$ cat config.mk
export PLATFORM = sky130hd
export DESIGN_NAME = wb_port_arbiter
export DESIGN_NICKNAME = d
export VERILOG_FILES = /design/src/rtl/rv_pkg.sv /design/src/rtl/wb_port_arbiter_sync_fifo.sv /design/src/rtl/wb_port_arbiter.sv
export SDC_FILE = /design/constraint.sdc
export NUM_CORES = 1
export LEC_CHECK = 0
export ABC_CLOCK_PERIOD_IN_PS = 3150
export CORE_AREA = 2 2 175 177
export CTS_CLUSTER_SIZE = 14
export DETAILED_ROUTE_END_ITERATION = 10
export DIE_AREA = 0 0 177 179
export GPL_ROUTABILITY_DRIVEN = 1
export PLACE_DENSITY_LB_ADDON = 0.12
export SKIP_CTS_REPAIR_TIMING = 1
export SYNTH_ARGS = -nofsm -noshare
export SYNTH_HDL_FRONTEND = slang
export SYNTH_SLANG_ARGS = --single-unit
$ cat constraint.sdc
create_clock -name i_clk -period 3.15 [get_ports i_clk]
set_input_delay 0.63 -clock i_clk [delete_from_list [all_inputs] [get_ports i_clk]]
set_output_delay 0.63 -clock i_clk [all_outputs]
set_load 0.01 [all_outputs]
$ cat src/rtl/rv_pkg.sv
`default_nettype none
// +----------------------------------------------------------------+
// | rv_pkg: register-file write request type and widths shared by  |
// | the writeback arbiter and its result FIFO.  Rev 1.0            |
// +----------------------------------------------------------------+
package rv_pkg;

  localparam int REG_ADDR_W = 5;
  localparam int XLEN       = 32;

  typedef struct packed {
    logic [REG_ADDR_W-1:0] rd;
    logic [XLEN-1:0]       data;
  } wb_req_t;

endpackage
`default_nettype wire

$ cat src/rtl/wb_port_arbiter_sync_fifo.sv
`default_nettype none
// +----------------------------------------------------------------+
// | sync_fifo: single-clock FIFO of write requests; head is shown  |
// | combinationally so a pop writes it in the same cycle. Rev 1.0  |
// +----------------------------------------------------------------+
module sync_fifo
  import rv_pkg::*;
#(
  parameter int DEPTH = 4,
  parameter int CNT_W = $clog2(DEPTH) + 1
) (
  input  logic             clk,
  input  logic             rst,
  input  logic             push,
  input  wb_req_t          push_data,
  input  logic             pop,
  output wb_req_t          head,
  output logic             full,
  output logic             empty,
  output logic [CNT_W-1:0] count
);

  localparam int PTR_W = $clog2(DEPTH);

  wb_req_t          mem [DEPTH];
  logic [PTR_W-1:0] wr_ptr;
  logic [PTR_W-1:0] rd_ptr;
  logic             do_push;
  logic             do_pop;

  assign full    = (count == CNT_W'(DEPTH));
  assign empty   = (count == '0);
  assign head    = mem[rd_ptr];
  assign do_push = push && !full;
  assign do_pop  = pop && !empty;

  // Pointers wrap naturally because DEPTH is a power of two.
  always_ff @(posedge clk or posedge rst) begin
    if (rst) begin
      wr_ptr <= '0;
      rd_ptr <= '0;
      count  <= '0;
    end else begin
      if (do_push) wr_ptr <= wr_ptr + PTR_W'(1);
      if (do_pop)  rd_ptr <= rd_ptr + PTR_W'(1);
      case ({do_push, do_pop})
        2'b10:   count <= count + CNT_W'(1);
        2'b01:   count <= count - CNT_W'(1);
        default: count <= count;
      endcase
    end
  end

  always_ff @(posedge clk) begin
    if (do_push) mem[wr_ptr] <= push_data;
  end

endmodule
`default_nettype wire

$ cat src/rtl/wb_port_arbiter.sv
`default_nettype none
// +----------------------------------------------------------------+
// | wb_port_arbiter: shares the register-file write port between   |
// | pipeline writeback and buffered MDU results.  Rev 1.0          |
// +----------------------------------------------------------------+
module wb_port_arbiter
  import rv_pkg::*;
#(
  parameter int DEPTH        = 4,
  parameter int STARVE_LIMIT = 8,
  parameter int CNT_W        = $clog2(DEPTH) + 1
) (
  input  logic                  i_clk,
  input  logic                  i_rst,
  input  logic                  i_rd_wren_W,
  input  logic [REG_ADDR_W-1:0] i_rd_addr_W,
  input  logic [XLEN-1:0]       i_result_W,
  input  logic                  i_mdu_valid,
  input  logic [REG_ADDR_W-1:0] i_mdu_rd_addr,
  input  logic [XLEN-1:0]       i_mdu_data,
  output logic                  o_mdu_ready,
  output logic                  o_rf_wren,
  output logic [REG_ADDR_W-1:0] o_rf_addr,
  output logic [XLEN-1:0]       o_rf_data,
  output logic                  o_stall_W,
  output logic [CNT_W-1:0]      o_fifo_count
);

  localparam int STARVE_W = $clog2(STARVE_LIMIT + 1);

  logic                pipe_wr;
  logic                mdu_accept;
  logic                mdu_wr;
  logic                fifo_full;
  logic                fifo_empty;
  logic                push;
  logic                pop;
  logic                bypass;
  logic                pipe_win;
  wb_req_t             head;
  logic [STARVE_W-1:0] starve_cnt;
  logic [STARVE_W-1:0] starve_nxt;

  assign pipe_wr     = i_rd_wren_W && (i_rd_addr_W != '0);
  assign o_mdu_ready = !fifo_full;
  assign mdu_accept  = i_mdu_valid && o_mdu_ready;
  assign mdu_wr      = mdu_accept && (i_mdu_rd_addr != '0);

  always_comb begin
    pop       = 1'b0;
    bypass    = 1'b0;
    pipe_win  = 1'b0;
    o_rf_wren = 1'b0;
    o_rf_addr = '0;
    o_rf_data = '0;
    if (!i_rst) begin
      if (o_stall_W && !fifo_empty) begin
        // Forced drain: the frozen WB stage re-presents its write next cycle.
        pop       = 1'b1;
        o_rf_wren = 1'b1;
        o_rf_addr = head.rd;
        o_rf_data = head.data;
      end else if (pipe_wr) begin
        pipe_win  = 1'b1;
        o_rf_wren = 1'b1;
        o_rf_addr = i_rd_addr_W;
        o_rf_data = i_result_W;
      end else if (!fifo_empty) begin
        pop       = 1'b1;
        o_rf_wren = 1'b1;
        o_rf_addr = head.rd;
        o_rf_data = head.data;
      end else if (mdu_wr) begin
        bypass    = 1'b1;
        o_rf_wren = 1'b1;
        o_rf_addr = i_mdu_rd_addr;
        o_rf_data = i_mdu_data;
      end
    end
  end

  assign push = mdu_wr && !bypass && !i_rst;

  sync_fifo #(
    .DEPTH (DEPTH),
    .CNT_W (CNT_W)
  ) u_fifo (
    .clk       (i_clk),
    .rst       (i_rst),
    .push      (push),
    .push_data ('{rd: i_mdu_rd_addr, data: i_mdu_data}),
    .pop       (pop),
    .head      (head),
    .full      (fifo_full),
    .empty     (fifo_empty),
    .count     (o_fifo_count)
  );

  always_comb begin
    starve_nxt = starve_cnt;
    if (pop || fifo_empty) begin
      starve_nxt = '0;
    end else if (pipe_win && (starve_cnt < STARVE_W'(STARVE_LIMIT))) begin
      starve_nxt = starve_cnt + STARVE_W'(1);
    end
  end

  // A counter reaching the limit implies no pop this cycle, so the FIFO
  // is still non-empty when the stall pulse is presented.
  always_ff @(posedge i_clk or posedge i_rst) begin
    if (i_rst) begin
      starve_cnt <= '0;
      o_stall_W  <= 1'b0;
    end else begin
      starve_cnt <= starve_nxt;
      o_stall_W  <= !o_stall_W && !fifo_empty &&
                    (starve_nxt == STARVE_W'(STARVE_LIMIT));
    end
  end

endmodule
`default_nettype wire

== Word level (Yosys, flattened, before mapping) ==
Memories as Yosys holds them, arrays and structs flattened.
Cells that the tools add are included.

* Magnitude comparators: 1
* Add/subtract/negate cells: 5
* Equal/unequal tests: 4
* Mux-type cells: 31
* Reduce and logical (&&, ||, !) cells: 21

{| class="wikitable"
|+ Operators with widths
! kind !! count
|-
| $mux W32 || 5
|-
| $mux W5 || 5
|-
| $mux W1 || 18
|-
| $logic_and A1 B1 Y1 || 11
|-
| $reduce_bool A5 Y1 || 2
|-
| $mux W4 || 2
|-
| $pmux W3 S2 || 1
|-
| $logic_not A1 Y1 || 5
|-
| $add A2 B1 Y2 const B || 2
|-
| $add A4 B1 Y4 const B || 1
|-
| $eq A4 B4 Y1 const B || 1
|-
| $lt A4 B4 Y1 const B || 1
|-
| $add A3 B1 Y3 const B || 1
|-
| $eq A3 B3 Y1 const B || 1
|-
| $logic_not A3 Y1 || 1
|-
| $sub A3 B1 Y3 const B || 1
|-
| $eq A2 B1 Y1 const B || 1
|-
| $eq A2 B2 Y1 const B || 1
|-
| $reduce_bool A2 Y1 || 1
|-
| $logic_or A1 B1 Y1 || 1
|}

* Register bits after elaboration: 12
* Input port bits: 78
* Bits in writable memories: 148
* Word-level logic and storage cells: 68
* Output and inout bits: 43
* Memories kept: 1

{| class="wikitable"
|+ Memory list
! memory !! words !! bits a word !! read ports !! clocked after memory_dff !! write ports !! RTL line !! source
|-
| u_fifo.mem || 4 || 37 || 1 || 0 || 1 || wb_port_arbiter_sync_fifo.sv:25 || <nowiki>wb_req_t mem [DEPTH];</nowiki>
|}

== Logic depth before layout (Yosys ltp) ==
* Word-level depth: 15
* Depth in mapped cells: 11
* Depth with buffers taken out: 10

== Hierarchy ==
From an unflattened synthesis, not the netlist that was laid out.

* Cell total of the unflattened synthesis: 447
* Area, all modules: 7,355.8 um^2

{| class="wikitable"
|+ Modules (own cells, without submodules)
! module !! cells each !! instances !! sequential area each (um^2) !! area each (um^2)
|-
| sync_fifo || 231 || 1 || 4,619.4 || 5,759.3
|-
| wb_port_arbiter || 216 || 1 || 125.1 || 1,596.5
|}

== Worst setup path before layout ==
Ideal clock, no wire load.

* Kind: in2reg
* Start point: input i_rd_addr_W[4]
* End point: memory u_fifo.mem[0][0] (netlist bit) (enable)
* Path slack: 0.344 ns
* Setup time: 0.398 ns
* Buffers on the path: 1
* Required time: 2.752 ns
* Stages: 4
* Arrival: 2.408 ns
* Cells stage by stage: clkbuf_1 o21ai_4 a211oi_2 and2_1

* Longest elaborated chain between the ends: 11

{| class="wikitable"
|+ RTL lines
! item !! RTL line !! source
|-
| start: declaration || wb_port_arbiter.sv:16 || <nowiki>input logic [REG_ADDR_W-1:0] i_rd_addr_W,</nowiki>
|-
| $reduce_bool A5 Y1 || wb_port_arbiter.sv:44 || <nowiki>assign pipe_wr = i_rd_wren_W && (i_rd_addr_W != '0);</nowiki>
|-
| $logic_and A1 B1 Y1 || wb_port_arbiter.sv:44 ||
|-
| $mux W1 || wb_port_arbiter.sv:63 || <nowiki>end else if (pipe_wr) begin</nowiki>
|-
| $mux W1 || wb_port_arbiter.sv:57 || <nowiki>if (o_stall_W && !fifo_empty) begin</nowiki>
|-
| $mux W1 || wb_port_arbiter.sv:56 || <nowiki>if (!i_rst) begin</nowiki>
|-
| $logic_not A1 Y1 || wb_port_arbiter.sv:82 || <nowiki>assign push = mdu_wr && !bypass && !i_rst;</nowiki>
|-
| $logic_and A1 B1 Y1 (2 in series) || wb_port_arbiter.sv:82 ||
|-
| $logic_and A1 B1 Y1 || wb_port_arbiter_sync_fifo.sv:34 || <nowiki>assign do_push = push && !full;</nowiki>
|-
| $mux W1 || wb_port_arbiter_sync_fifo.sv:55 || <nowiki>if (do_push) mem[wr_ptr] <= push_data;</nowiki>
|-
| $mux W1 (implied by the code) || wb_port_arbiter_sync_fifo.sv:55 ||
|-
| end: declaration || wb_port_arbiter_sync_fifo.sv:25 ||
|}

No other way between the ends.

== Worst setup path in the final report ==
* Start point: input i_mdu_rd_addr[0]
* End point: output o_rf_data[19]

* Longest elaborated chain between the ends: 7

{| class="wikitable"
|+ RTL lines
! item !! RTL line !! source
|-
| start: declaration || wb_port_arbiter.sv:19 || <nowiki>input logic [REG_ADDR_W-1:0] i_mdu_rd_addr,</nowiki>
|-
| $reduce_bool A5 Y1 || wb_port_arbiter.sv:47 || <nowiki>assign mdu_wr = mdu_accept && (i_mdu_rd_addr != '0);</nowiki>
|-
| $logic_and A1 B1 Y1 || wb_port_arbiter.sv:47 ||
|-
| $mux W32 || wb_port_arbiter.sv:73 || <nowiki>end else if (mdu_wr) begin</nowiki>
|-
| $mux W32 || wb_port_arbiter.sv:68 || <nowiki>end else if (!fifo_empty) begin</nowiki>
|-
| $mux W32 || wb_port_arbiter.sv:63 ||
|-
| $mux W32 || wb_port_arbiter.sv:57 ||
|-
| $mux W32 || wb_port_arbiter.sv:56 ||
|-
| end: declaration || wb_port_arbiter.sv:24 || <nowiki>output logic [XLEN-1:0] o_rf_data,</nowiki>
|}

No other way between the ends.

==> metrics.md <==
| Metric | Value |
|---|---|
| Synth Area in Compound Gates | `15.1%` |
| Xor/xnor share of the synthesized area | `0.952%` |
| Latest clock arrival within the worst-skew pair | `0.42 ns` |
| Area added between synthesis and finish | `42.1%` |
| Antenna Cells | `0` |
| R2r setup slk | `0.74 ns` |
| Vias | `4937` |
| CP max FO | `14` |
| Core Util, Final | `34.9%` |
| Min-delay src | `u_fifo.wr_ptr[1]` |
| Crit path max-delay cell type | `or4_4` |
| Sequential-to-total area share from yosys stat | `64.4%` |
| Top cells by area, synth | `edfxtp_1 60%, mux4_2 11%, dfrtp_1 4.1%` |
| Die height | `179 um` |
| Psw | `0.00234 W` |
| Worst slack, placed | `-0.595 ns` |
| Crit Path Category | `in2out` |
| Nature of the critical path endpoint | `output port` |
| Reg power frac | `36.4%` |
| Sink Count | `160` |
| Hold slack | `0.556 ns` |
| Clock-pin slew on the worst setup and hold paths | `0.06 ns` |
| Static Leak | `3.77 nW` |
| P_int | `0.00525 W` |
| Final ANT Viol Nets | `0` |
| Max transition margin | `67.7%` |
| Ys flop type | `edfxtp_1` |
| Netlist Area Pre-Place | `7360 um2` |
| Cell Count, Final, Fillers Out | `1021` |
| Syn Nets | `538` |
| Max frequency | `326 MHz` |
| Total CTS buffers | `17` |
| Power, Total | `0.00758 W` |
| Share of layout cells above drive strength 1 | `31.7%` |
| Clk root buf | `clkbuf_16` |
| Hold Crit Class | `reg2reg` |
| Delay-heaviest family, CP | `compound AO/OA/AOI/OAI gates` |
| Critical path required time | `2.52 ns` |
| Floorplan Core Area | `30000 um2` |
| Post-Syn Instances | `453` |
| Mux share of post-synthesis cell area | `12.0%` |
| Unrepaired setup endpoints after global routing | `false` |
| Top Ports | `121` |
| Reg2reg start | `u_fifo.count[2]` |
| Worst path bufs/invs | `4` |
| Hold Path End | `u_fifo.wr_ptr[1]` |
| Comb pwr share | `34.7%` |
| Htree depth | `4` |
| Syn avg cell area | `16.3 um2` |
| Die width | `177 um` |
| Share of the synthesized area in the top cell type | `60.4%` |
| Post-layout min period | `3.07 ns` |
| Simple-gate share of the synthesized area | `2.77%` |
| Cell Rows | `64` |
| Post-synth EDFFs | `148` |
| Startpoint types | `input port` |
| Initial DRC Count | `299` |
| Largest family of logic cells by synthesized area | `compound AO/OA/AOI/OAI gates` |
| Clock buffer depth | `2` |
| GRT overflow | `0` |
| Vias in the first global route | `5212` |
| Initial core utilization | `24.5%` |
| Post-Synth Adder-Cell Area | `1.29%` |
| Initial antenna violation count | `0` |
| First-pass GRT wire length | `31000 um` |
| Seq cells post-synth | `160` |
| Clock skew | `0.00939 ns` |
| R2r worst-path depth | `10` |
| Hold Crit Depth | `1` |
| Final setup viols | `0` |
| CP peak stage delay | `0.54 ns` |
| Pins over their slew limit | `0` |
| TritonRoute pass-1 iters | `4` |
| Worst-path cell chain | `dlymetal6s2s_1 -> or4_4 -> o2111a_2 -> buf_4 -> buf_8 -> a221oi_2 -> a21oi_1 -> clkbuf_2` |
| Worst slew pin tran | `0.485 ns` |
| Routed WL | `21100 um` |
| GPL Wtd Cong | `0.751` |
| Yosys warns | `0` |
| Placed Cells | `982` |
| Final Hold Fails | `0` |
| Fin crit share | `97.3%` |
| Power Dens Cells | `725 nW/um2` |
| PortBufs | `120` |
| GRT Util Overall | `13.4%` |
| Yosys cell types | `46` |
| Status | `completed` |
| Critical Path Start | `i_mdu_rd_addr[0]` |
| DPL Wire Length | `14100 um` |
| Switching portion of total power | `30.8%` |
| Die area | `31700 um2` |
| Setup ws final | `0.0835 ns` |
| Detailed-route DRC error count | `0` |
| Crit path DAT | `2.44 ns` |
| Vias per Instance | `4.84` |
| Fin nets | `698` |
| Reg2reg end | `u_fifo.count[2]` |
| Avg WL per Cell | `20.7 um` |
| Pin count of the biggest net entering global routing | `26` |
| Max-cap violations | `0` |
| Async S/R FF share, synth | `7.50%` |
| Max IR drop VDD | `288 uV` |
| Clock power share | `28.8%` |
| CTS tree | `built` |
| Yosys top cell by area | `edfxtp_1` |
[through the flow]
step	area, um2	TNS [ns]
2_1_floorplan	7360	0
5_1_grt	10500	0
3_3_place_gp	9570	-23.24
3_5_place_dp	9570	-24.90
4_1_cts	10200	-19.68
6_report	10500	0
[final cells by class]
cell class,instances,area [um2]
multi-input cells,248,2570
fillers,2908,19600
well taps,396,495
repair buffers,177,1990
clock buffers,17,425
inverters,9,33.8
clock inverters,14,208
flip-flops and latches,160,4750
[power groups by stage]
stage	Clock, W	Combinational (W)	Sequential, W
finish	0.00218	0.00264	0.00276
global route	0.00232	0.00286	0.00280
CTS	0.00223	0.00264	0.00277
detailed placement	0	0.00262	0.00282
global placement	0	0.00260	0.00280
floorplan	0	0.00149	0.00274
[cell usage after synthesis, types with 5 or more instances]
cell type,number
edfxtp_1,148
a21oi_1,35
mux4_2,37
inv_1,8
ha_1,6
a221oi_2,5
o22ai_1,5
o21ai_0,23
o211ai_1,34
nor3_1,5
buf_6,8
buf_2,15
a221oi_1,27
xor2_1,5
dfrtp_1,12
nor2_1,9
o21ai_1,11
clkbuf_1,12
[metal layers]
| layer | wire, um | GRT usage, % | vias up |
|---|---|---|---|
| met1 | 9590 | 17.7 | 2555 |
| met5 | 0 | 0 | - |
| li1 | - | - | 2227 |
| met4 | 229 | 3.62 | 0 |
| met3 | 942 | 2.37 | 17 |
| met2 | 10400 | 22.6 | 138 |
[worst register-to-register path: cells and delay by family (launching register included)]
kind	cells	cell delay, ns
and+or+nand+nor	2	0.58
adders and majority gates	2	0.53
AOI/OAI and AO/OA	2	0.29
buffers and inverters	2	0.13
DFF	1	0.49
xor gates and xnor gates	2	0.31
[sequential cells by signal, summed over array words and instances, names as in the netlist]
signal and cells:
u_fifo.mem 148, starve_cnt 4, u_fifo.count 3, u_fifo.rd_ptr 2
u_fifo.wr_ptr 2, o_stall_W 1
[kinds of logic after synthesis]
logic type | count (synthesis)
flip-flops | 160
XOR/XNOR | 8
multiplexers | 42
buffers and inverters | 45
AND/OR/NAND/NOR | 36
AO/OA/AOI/OAI | 155
adder cells (fa/ha/maj) | 7
[cell usage in the layout, fill, tap and decap left out, drive strengths merged, types with 4 or more instances in the layout]
cell type and n:
bufinv 4, a221oi 32, dlymetal6s2s 27, edfxtp 148, and3 4, o211ai 35, dfrtp 12, clkdlybuf4s50 74
nand2 4, o22ai 5, xor2 5, nor3 7, mux4 37, o21ai 35, a21oi 35, nor2 9
a211oi 5, inv 12, clkbuf 32, and2 4, ha 6, clkinvlp 4, buf 61
[worst max path at each step]
stage	to	slack (ns)	cells after the start
floorplan	u_fifo.mem[0][0]	0.34	4
global placement	o_rf_data[19]	-0.54	7
detailed placement	o_rf_data[19]	-0.59	7
CTS	o_rf_data[19]	-0.60	7
global route	o_rf_data[25]	0.007	7
finish	o_rf_data[19]	0.08	8
(Power assumes the default switching activity.)
